--- src/rtl/mcpu_bus_unit.sv ---
`timescale 1ns/1ps
`default_nettype none
// ============================================================================
// Module   : mcpu_bus_unit
// Brief    : Sequenced memory/IO access engine for the multicycle MIPS core.
// Revision : 1.0 - initial release
// ============================================================================
module mcpu_bus_unit #(
  parameter int ADDR_W  = 32,
  parameter int TO_W    = 8,
  parameter int TIMEOUT = 255
) (
  input  logic              clk,
  input  logic              reset,
  input  logic              req,
  input  logic              we,
  input  logic              fetch,
  input  logic [1:0]        size,
  input  logic              unsigned_ld,
  input  logic [ADDR_W-1:0] addr,
  input  logic [31:0]       wdata,
  output logic              busy,
  output logic              done,
  output logic [31:0]       rdata,
  output logic [31:0]       inst,
  output logic              fault,
  output logic [1:0]        fault_code,
  output logic [1:0]        state,
  output logic              mem_req,
  output logic              mem_w,
  output logic [3:0]        mem_be,
  output logic [ADDR_W-1:0] Addr_out,
  output logic [31:0]       Data_out,
  input  logic [31:0]       Data_in,
  input  logic              MIO_ready
);

  typedef enum logic [1:0] {
    S_IDLE     = 2'b00,
    S_ACCESS   = 2'b01,
    S_COMPLETE = 2'b10,
    S_FAULT    = 2'b11
  } state_t;

  localparam logic [TO_W-1:0] c_TO_LAST = (TIMEOUT > 0) ? TO_W'(TIMEOUT - 1) : '0;

  state_t            r_state;
  state_t            w_next;
  logic              r_store;
  logic              r_fetch;
  logic [1:0]        r_size;
  logic              r_uns;
  logic [ADDR_W-1:0] r_addr;
  logic [31:0]       r_wdata;
  logic [TO_W-1:0]   r_cnt;
  logic [31:0]       r_rdata;
  logic [31:0]       r_inst;
  logic [1:0]        r_fcode;

  logic [1:0]        w_size_eff;
  logic              w_misalign;
  logic              w_timeout;
  logic [7:0]        w_lane_b;
  logic [15:0]       w_lane_h;
  logic [31:0]       w_ld;
  logic [3:0]        w_be;
  logic [31:0]       w_dout;

  // A fetch is always a word load regardless of the size/we inputs.
  assign w_size_eff = fetch ? 2'b10 : size;
  assign w_misalign = (w_size_eff == 2'b11)
                    | ((w_size_eff == 2'b01) & addr[0])
                    | ((w_size_eff == 2'b10) & (|addr[1:0]));
  assign w_timeout  = (TIMEOUT != 0) && (r_cnt == c_TO_LAST);

  assign w_lane_b = Data_in[{r_addr[1:0], 3'b000} +: 8];
  assign w_lane_h = Data_in[{r_addr[1], 4'b0000} +: 16];

  always_comb begin
    w_ld   = Data_in;
    w_be   = 4'b1111;
    w_dout = r_wdata;
    case (r_size)
      2'b00: begin
        w_ld   = {{24{~r_uns & w_lane_b[7]}}, w_lane_b};
        w_be   = 4'b0001 << r_addr[1:0];
        w_dout = {4{r_wdata[7:0]}};
      end
      2'b01: begin
        w_ld   = {{16{~r_uns & w_lane_h[15]}}, w_lane_h};
        w_be   = 4'b0011 << {r_addr[1], 1'b0};
        w_dout = {2{r_wdata[15:0]}};
      end
      default: ;
    endcase
  end

  always_ff @(posedge clk or negedge reset) begin
    if (!reset) begin
      r_state <= S_IDLE;
    end else begin
      r_state <= w_next;
    end
  end

  always_comb begin
    w_next     = r_state;
    busy       = 1'b0;
    done       = 1'b0;
    fault      = 1'b0;
    mem_req    = 1'b0;
    mem_w      = 1'b0;
    mem_be     = 4'b0000;
    Addr_out   = '0;
    Data_out   = 32'h0;
    case (r_state)
      S_IDLE: begin
        if (req) w_next = w_misalign ? S_FAULT : S_ACCESS;
      end
      S_ACCESS: begin
        busy     = 1'b1;
        mem_req  = 1'b1;
        mem_w    = r_store;
        mem_be   = w_be;
        Addr_out = {r_addr[ADDR_W-1:2], 2'b00};
        Data_out = w_dout;
        // Ready wins over an expiring wait counter on the same edge.
        if (MIO_ready)      w_next = S_COMPLETE;
        else if (w_timeout) w_next = S_FAULT;
      end
      S_COMPLETE: begin
        busy   = 1'b1;
        done   = 1'b1;
        w_next = S_IDLE;
      end
      default: begin
        busy   = 1'b1;
        done   = 1'b1;
        fault  = 1'b1;
        w_next = S_IDLE;
      end
    endcase
  end

  always_ff @(posedge clk or negedge reset) begin
    if (!reset) begin
      r_store <= 1'b0;
      r_fetch <= 1'b0;
      r_size  <= 2'b00;
      r_uns   <= 1'b0;
      r_addr  <= '0;
      r_wdata <= 32'h0;
      r_cnt   <= '0;
      r_rdata <= 32'h0;
      r_inst  <= 32'h0;
      r_fcode <= 2'b00;
    end else begin
      if (r_state == S_IDLE && req) begin
        r_store <= we & ~fetch;
        r_fetch <= fetch;
        r_size  <= w_size_eff;
        r_uns   <= unsigned_ld;
        r_addr  <= addr;
        r_wdata <= wdata;
        r_cnt   <= '0;
        if (w_misalign) r_fcode <= 2'b01;
      end
      if (r_state == S_ACCESS) begin
        if (MIO_ready) begin
          if (!r_store) r_rdata <= w_ld;
          if (r_fetch)  r_inst  <= w_ld;
          r_fcode <= 2'b00;
        end else if (TIMEOUT != 0) begin
          if (w_timeout) r_fcode <= 2'b10;
          else           r_cnt   <= r_cnt + 1'b1;
        end
      end
    end
  end

  assign state      = r_state;
  assign rdata      = r_rdata;
  assign inst       = r_inst;
  assign fault_code = r_fcode;

endmodule
`default_nettype wire

--- config.mk ---
export PLATFORM = sky130hd
export DESIGN_NAME = mcpu_bus_unit
export DESIGN_NICKNAME = d
export VERILOG_FILES = /design/src/rtl/mcpu_bus_unit.sv
export SDC_FILE = /design/constraint.sdc
export NUM_CORES = 1
export LEC_CHECK = 0
export ABC_AREA = 1
export CAP_MARGIN = 20
export CORE_MARGIN = 2
export CORE_UTILIZATION = 46
export DETAILED_ROUTE_END_ITERATION = 8
export GPL_ROUTABILITY_DRIVEN = 1
export GPL_TIMING_DRIVEN = 0
export MAX_ROUTING_LAYER = met4
export PLACE_DENSITY = 0.8
export RECOVER_POWER = 25
export SYNTH_ARGS = -nofsm -noshare
export SYNTH_HDL_FRONTEND = slang
export SYNTH_SLANG_ARGS = --single-unit
--- constraint.sdc ---
create_clock -name clk -period 3.4 [get_ports clk]
set_input_delay 0.68 -clock clk [delete_from_list [all_inputs] [get_ports clk]]
set_output_delay 0.68 -clock clk [all_outputs]
set_load 0.01 [all_outputs]
### Word-level counts from Yosys, hierarchy flattened

Cells that the tools add are included.

* register bits: 145

* shift operators: 4
* bitwise logic cells: 10
* reduce and logical (&&, ||, !) cells: 9
* eq/ne operators: 9
* multiplexer cells: 26
* $add $sub $neg: 1

Operators with widths (number)
* case mux 32 bit (2 select lines): 2
* two-way mux 32 bit: 2
* two-way mux 8 bit: 4
* variable part select 32 x 6 -> 16 bit: 1
* variable part select 32 x 6 -> 8 bit: 1
* two-way mux 2 bit: 10
* adder 8 x 1 -> 8 bit (second input constant): 1
* equality test 8 bit (second input constant): 1
* case mux 4 bit (2 select lines): 1
* equality test 2 x 1 -> 1 bit (second input constant): 3
* equality test 2 bit (second input constant): 3
* AND reduction 3 bit: 2
* bitwise AND 1 bit: 5
* two-way mux 1 bit: 5
* zero test 2 bit: 2
* two-way mux 4 bit: 1
* case mux 2 bit (2 select lines): 1
* OR reduction 2 bit: 2
* left shift 1 x 2 -> 4 bit (first input constant): 1
* left shift 2 x 2 -> 4 bit (first input constant): 1
* != test 3 bit (second input constant): 1
* NOT 1 bit: 3
* OR reduction 3 bit: 1
* != test 2 bit (second input constant): 1
* other kinds (3): 4

### Depth between registers and ports, before layout

* depth after elaboration: 10
* mapped depth: 9
* gate-level depth less buffers: 8

### Worst setup path after synthesis

No wires, ideal clock.

* kind: flip-flop to output port
* from: register r_state[1] (netlist: state[1])
* to: output Data_out[21]
* slack: 1.452 ns
* path buffers: 1
* required time: 2.720 ns
* arrival time: 1.268 ns
* stages on the path, launching flop included: 7
* cell sequence: dfrtp_1 inv_1 nand2_2 clkinv_1 buf_2 o21ai_0 a21oi_1

* longest elaborated chain between the ends: 2

Ends and longest elaborated chain
* start, declared: RTL line 47 `state_t r_state;`
* start signal, assigned: RTL line 102 `r_state <= w_next;`
* equality test 2 x 1 -> 1 bit: RTL line 116 `case (r_state)`
* two-way mux 32 bit: RTL line 116
* end, declared: RTL line 33 `output logic [31:0] Data_out,`

Every way passes these cells.

### Worst setup path in the final report

* from: register r_state[1] (netlist: state[1])
* to: output Data_out[19]

Same word-level chain as after synthesis.

==> out/results.tsv <==
stage	metric	value	unit
floorplan	io_pins	246	
power_and_ir_drop	p_per_area	909.5	nW/um2
floorplan	die_x	127.2	um
clock_network	cts_made_buffers	17	
yosys	synth_top_cell_by_area	dfrtp_1	
floorplan	dieArea	16180	um2
timing	relSlewSlack	-54.26	%
final_layout	final_cell_mix	nand2_1, clkdlybuf4s50_1, dfrtp_1	
floorplan	core	15030	um2
timing	period_share	92.96	%
place	preCtsSetupSlack	0.7133	ns
final_layout	final_common_cell	nand2_1	
yosys	syn_area	6982	um2
clock_network	root_buffer	clkbuf_16	
global_route	grt_max_degree	93	
final_layout	area_delta_synth_final	46.94	%
yosys	syn_inst	923	
yosys	syn_avg_cell_area	7.564	um2
place	placed_cell_area	9682	um2
clock_network	cts_resized	0	
final_layout	final_nets	1294	
global_route	grt_pass1_vias	6727	
yosys	synth_top_area_share	51.97	%
setup_path	start_kind	flip-flop	
detailed_routing	route.vias.total	7103	
global_route	gr-total-overflow	0	
setup_path	crit_required	2.72	ns
place	io_buffer_count	243	
clock_network	clk_latency	0.42	ns
setup_path	worstPathArrival	2.48	ns
power_and_ir_drop	p_leak	4.991	nW
detailed_routing	routed_wl	21930	um
yosys	netlist_top_cells_area	dfrtp_1, nand2_1, o21ai_0	
global_route	antenna_found_initial	0	
place	hpwl	15980	um
global_route	track_usage	28.35	%
clock_network	cts_tree	built	
timing	final_max_slew_viol_count	92	
power_and_ir_drop	ir_worst_vdd	0.4965	mV
clock_network	cts_setup_buffers	0	
job	maxCapViolCount	1	
hold_path	hold_path.class	flip-flop to flip-flop	
timing	hold_viol_final	0	
clock_network	htreeDepth	4	
detailed_routing	route.detailed.drc	0	
floorplan	start_util	46.44	%
detailed_routing	vias_per_cell	5.125	
timing	fin_crit	3.161	ns
yosys	synth_warnings	0	
timing	fmax	316.4	MHz
final_layout	antennaDiodeCount	0	
timing	worstMarginPinSlew	2.314	ns
clock_network	clk_pin_slew	0.06	ns
yosys	ys_seq_area_share	51.97	%
timing	setup_slack	0.2393	ns
setup_path	worst-setup-path-type	flip-flop to output port	
timing	fin_worst_skew	0.007487	ns
clock_network	clk_path_buf_depth	2	
run_status	status	finished, violations left	
timing	rsz0062_at_grt	false	
detailed_routing	wl_per_cell	15.82	um
detailed_routing	drt_iter0_drc	741	
clock_network	cts.hold.buffers_added	0	
detailed_routing	ant_nets	0	
run_status	violations	max-capacitance violations, max-slew violations	
final_layout	postLayoutCellArea	10260	um2
final_layout	drive_gt1_share	7.346	%
clock_network	cts_sinks	145	
floorplan	num_rows	45	
floorplan	floorplan.die.height	127.2	um
setup_path	critPathMaxFanout	10	
yosys	ys_ff_latch	145	
yosys	synth_cell_type_count	27	
place	gp_congestion	0.9071	
setup_path	crit_start	state[1]	
setup_path	reg2reg_from	state[0]	
setup_path	endpoint_kind	output port	
detailed_routing	drtPass1Iterations	5	
hold_path	hold_start	r_wdata[20]	
global_route	grt_pass1_wl	34690	um
timing	setup_viol	0	
-- logic make-up after synthesis --
kind of cell | synth area share, %
DFF | 51.97
adders and majority gates | 0.3584
buffers and inverters | 7.867
other | 0.05371
AOI/OAI and AO/OA | 8.423
and+or+nand+nor | 31.33
-- synth_stat cells, drive strengths merged --
library cell and number:
a21oi 19, buf 36, clkbuf 12, clkinv 1, conb 1, dfrtp 145
ha 2, inv 71, nand2 393, nand3 55, nand4 2, nor2 89
nor3 2, o21ai 85, o21bai 1, o22ai 9
-- through the flow --
step	power (W)	TNS [ns]	cells	util, %	hold slack, ns
2_1_floorplan	0.005214	0	924	-	0.3844
3_3_place_gp	0.007346	-598.13	1355	64.21	0.4560
3_5_place_dp	0.007418	0	1356	64.40	0.4601
4_1_cts	0.009350	0	1386	68.28	0.3726
5_1_grt	0.009940	0	1386	68.24	0.4903
6_report	0.009331	0	1386	68.24	0.4775
-- power by group --
group | internal, W | switching (W) | leakage, nW
Combinational | 0.00201 | 0.00253 | 2.88
Clock | 0.00116 | 0.000725 | 0.276
Sequential | 0.00248 | 0.000427 | 1.83
-- worst paths after layout --
kind	endpoint	depth (start not counted)	slack, ns
setup / recovery	Data_out[19]	7	0.24
hold / removal	r_wdata[20]	2	0.48
setup reg to reg	r_size[0]	6	1.74
hold reg to reg	r_wdata[20]	2	0.48
max in group asynchronous	r_wdata[8]	1	1.10
min in group asynchronous	inst[30]	1	0.96
-- per-layer routing --
layer	track usage [%]	wire length, um
met1	36.76	9330
met2	44.88	10420
met3	5.318	1596
met4	10.41	583
met5	-	0
-- final cells by class --
class / instances / area (um2)
Buffer: 48 / 276.5
Clock buffer: 19 / 442.9
Clock inverter: 11 / 140.1
Fill cell: 1225 / 4775
Inverter: 72 / 272.8
Multi-Input combinational cell: 659 / 2808
Sequential cell: 145 / 3628
Tap cell: 188 / 235.2
Timing Repair Buffer: 244 / 2455
-- flip-flops by register name, indices dropped and copies added, names as in the netlist --
signal	count
r_size	2
r_uns	1
r_fetch	1
state	2
r_addr	32
r_store	1
fault_code	2
r_cnt	8
r_wdata	32
inst	32
rdata	32
-- critical path, stage by stage (launching register included) --
cell and delay, ns:
dfrtp_1 0.43, inv_1 0.09, nand2_2 0.14, clkinv_1 0.22
buf_2 0.27, o21ai_0 0.12, a21oi_1 0.20, clkdlybuf4s50_1 0.58
No activity file was read; power rests on OpenSTA's default activity.
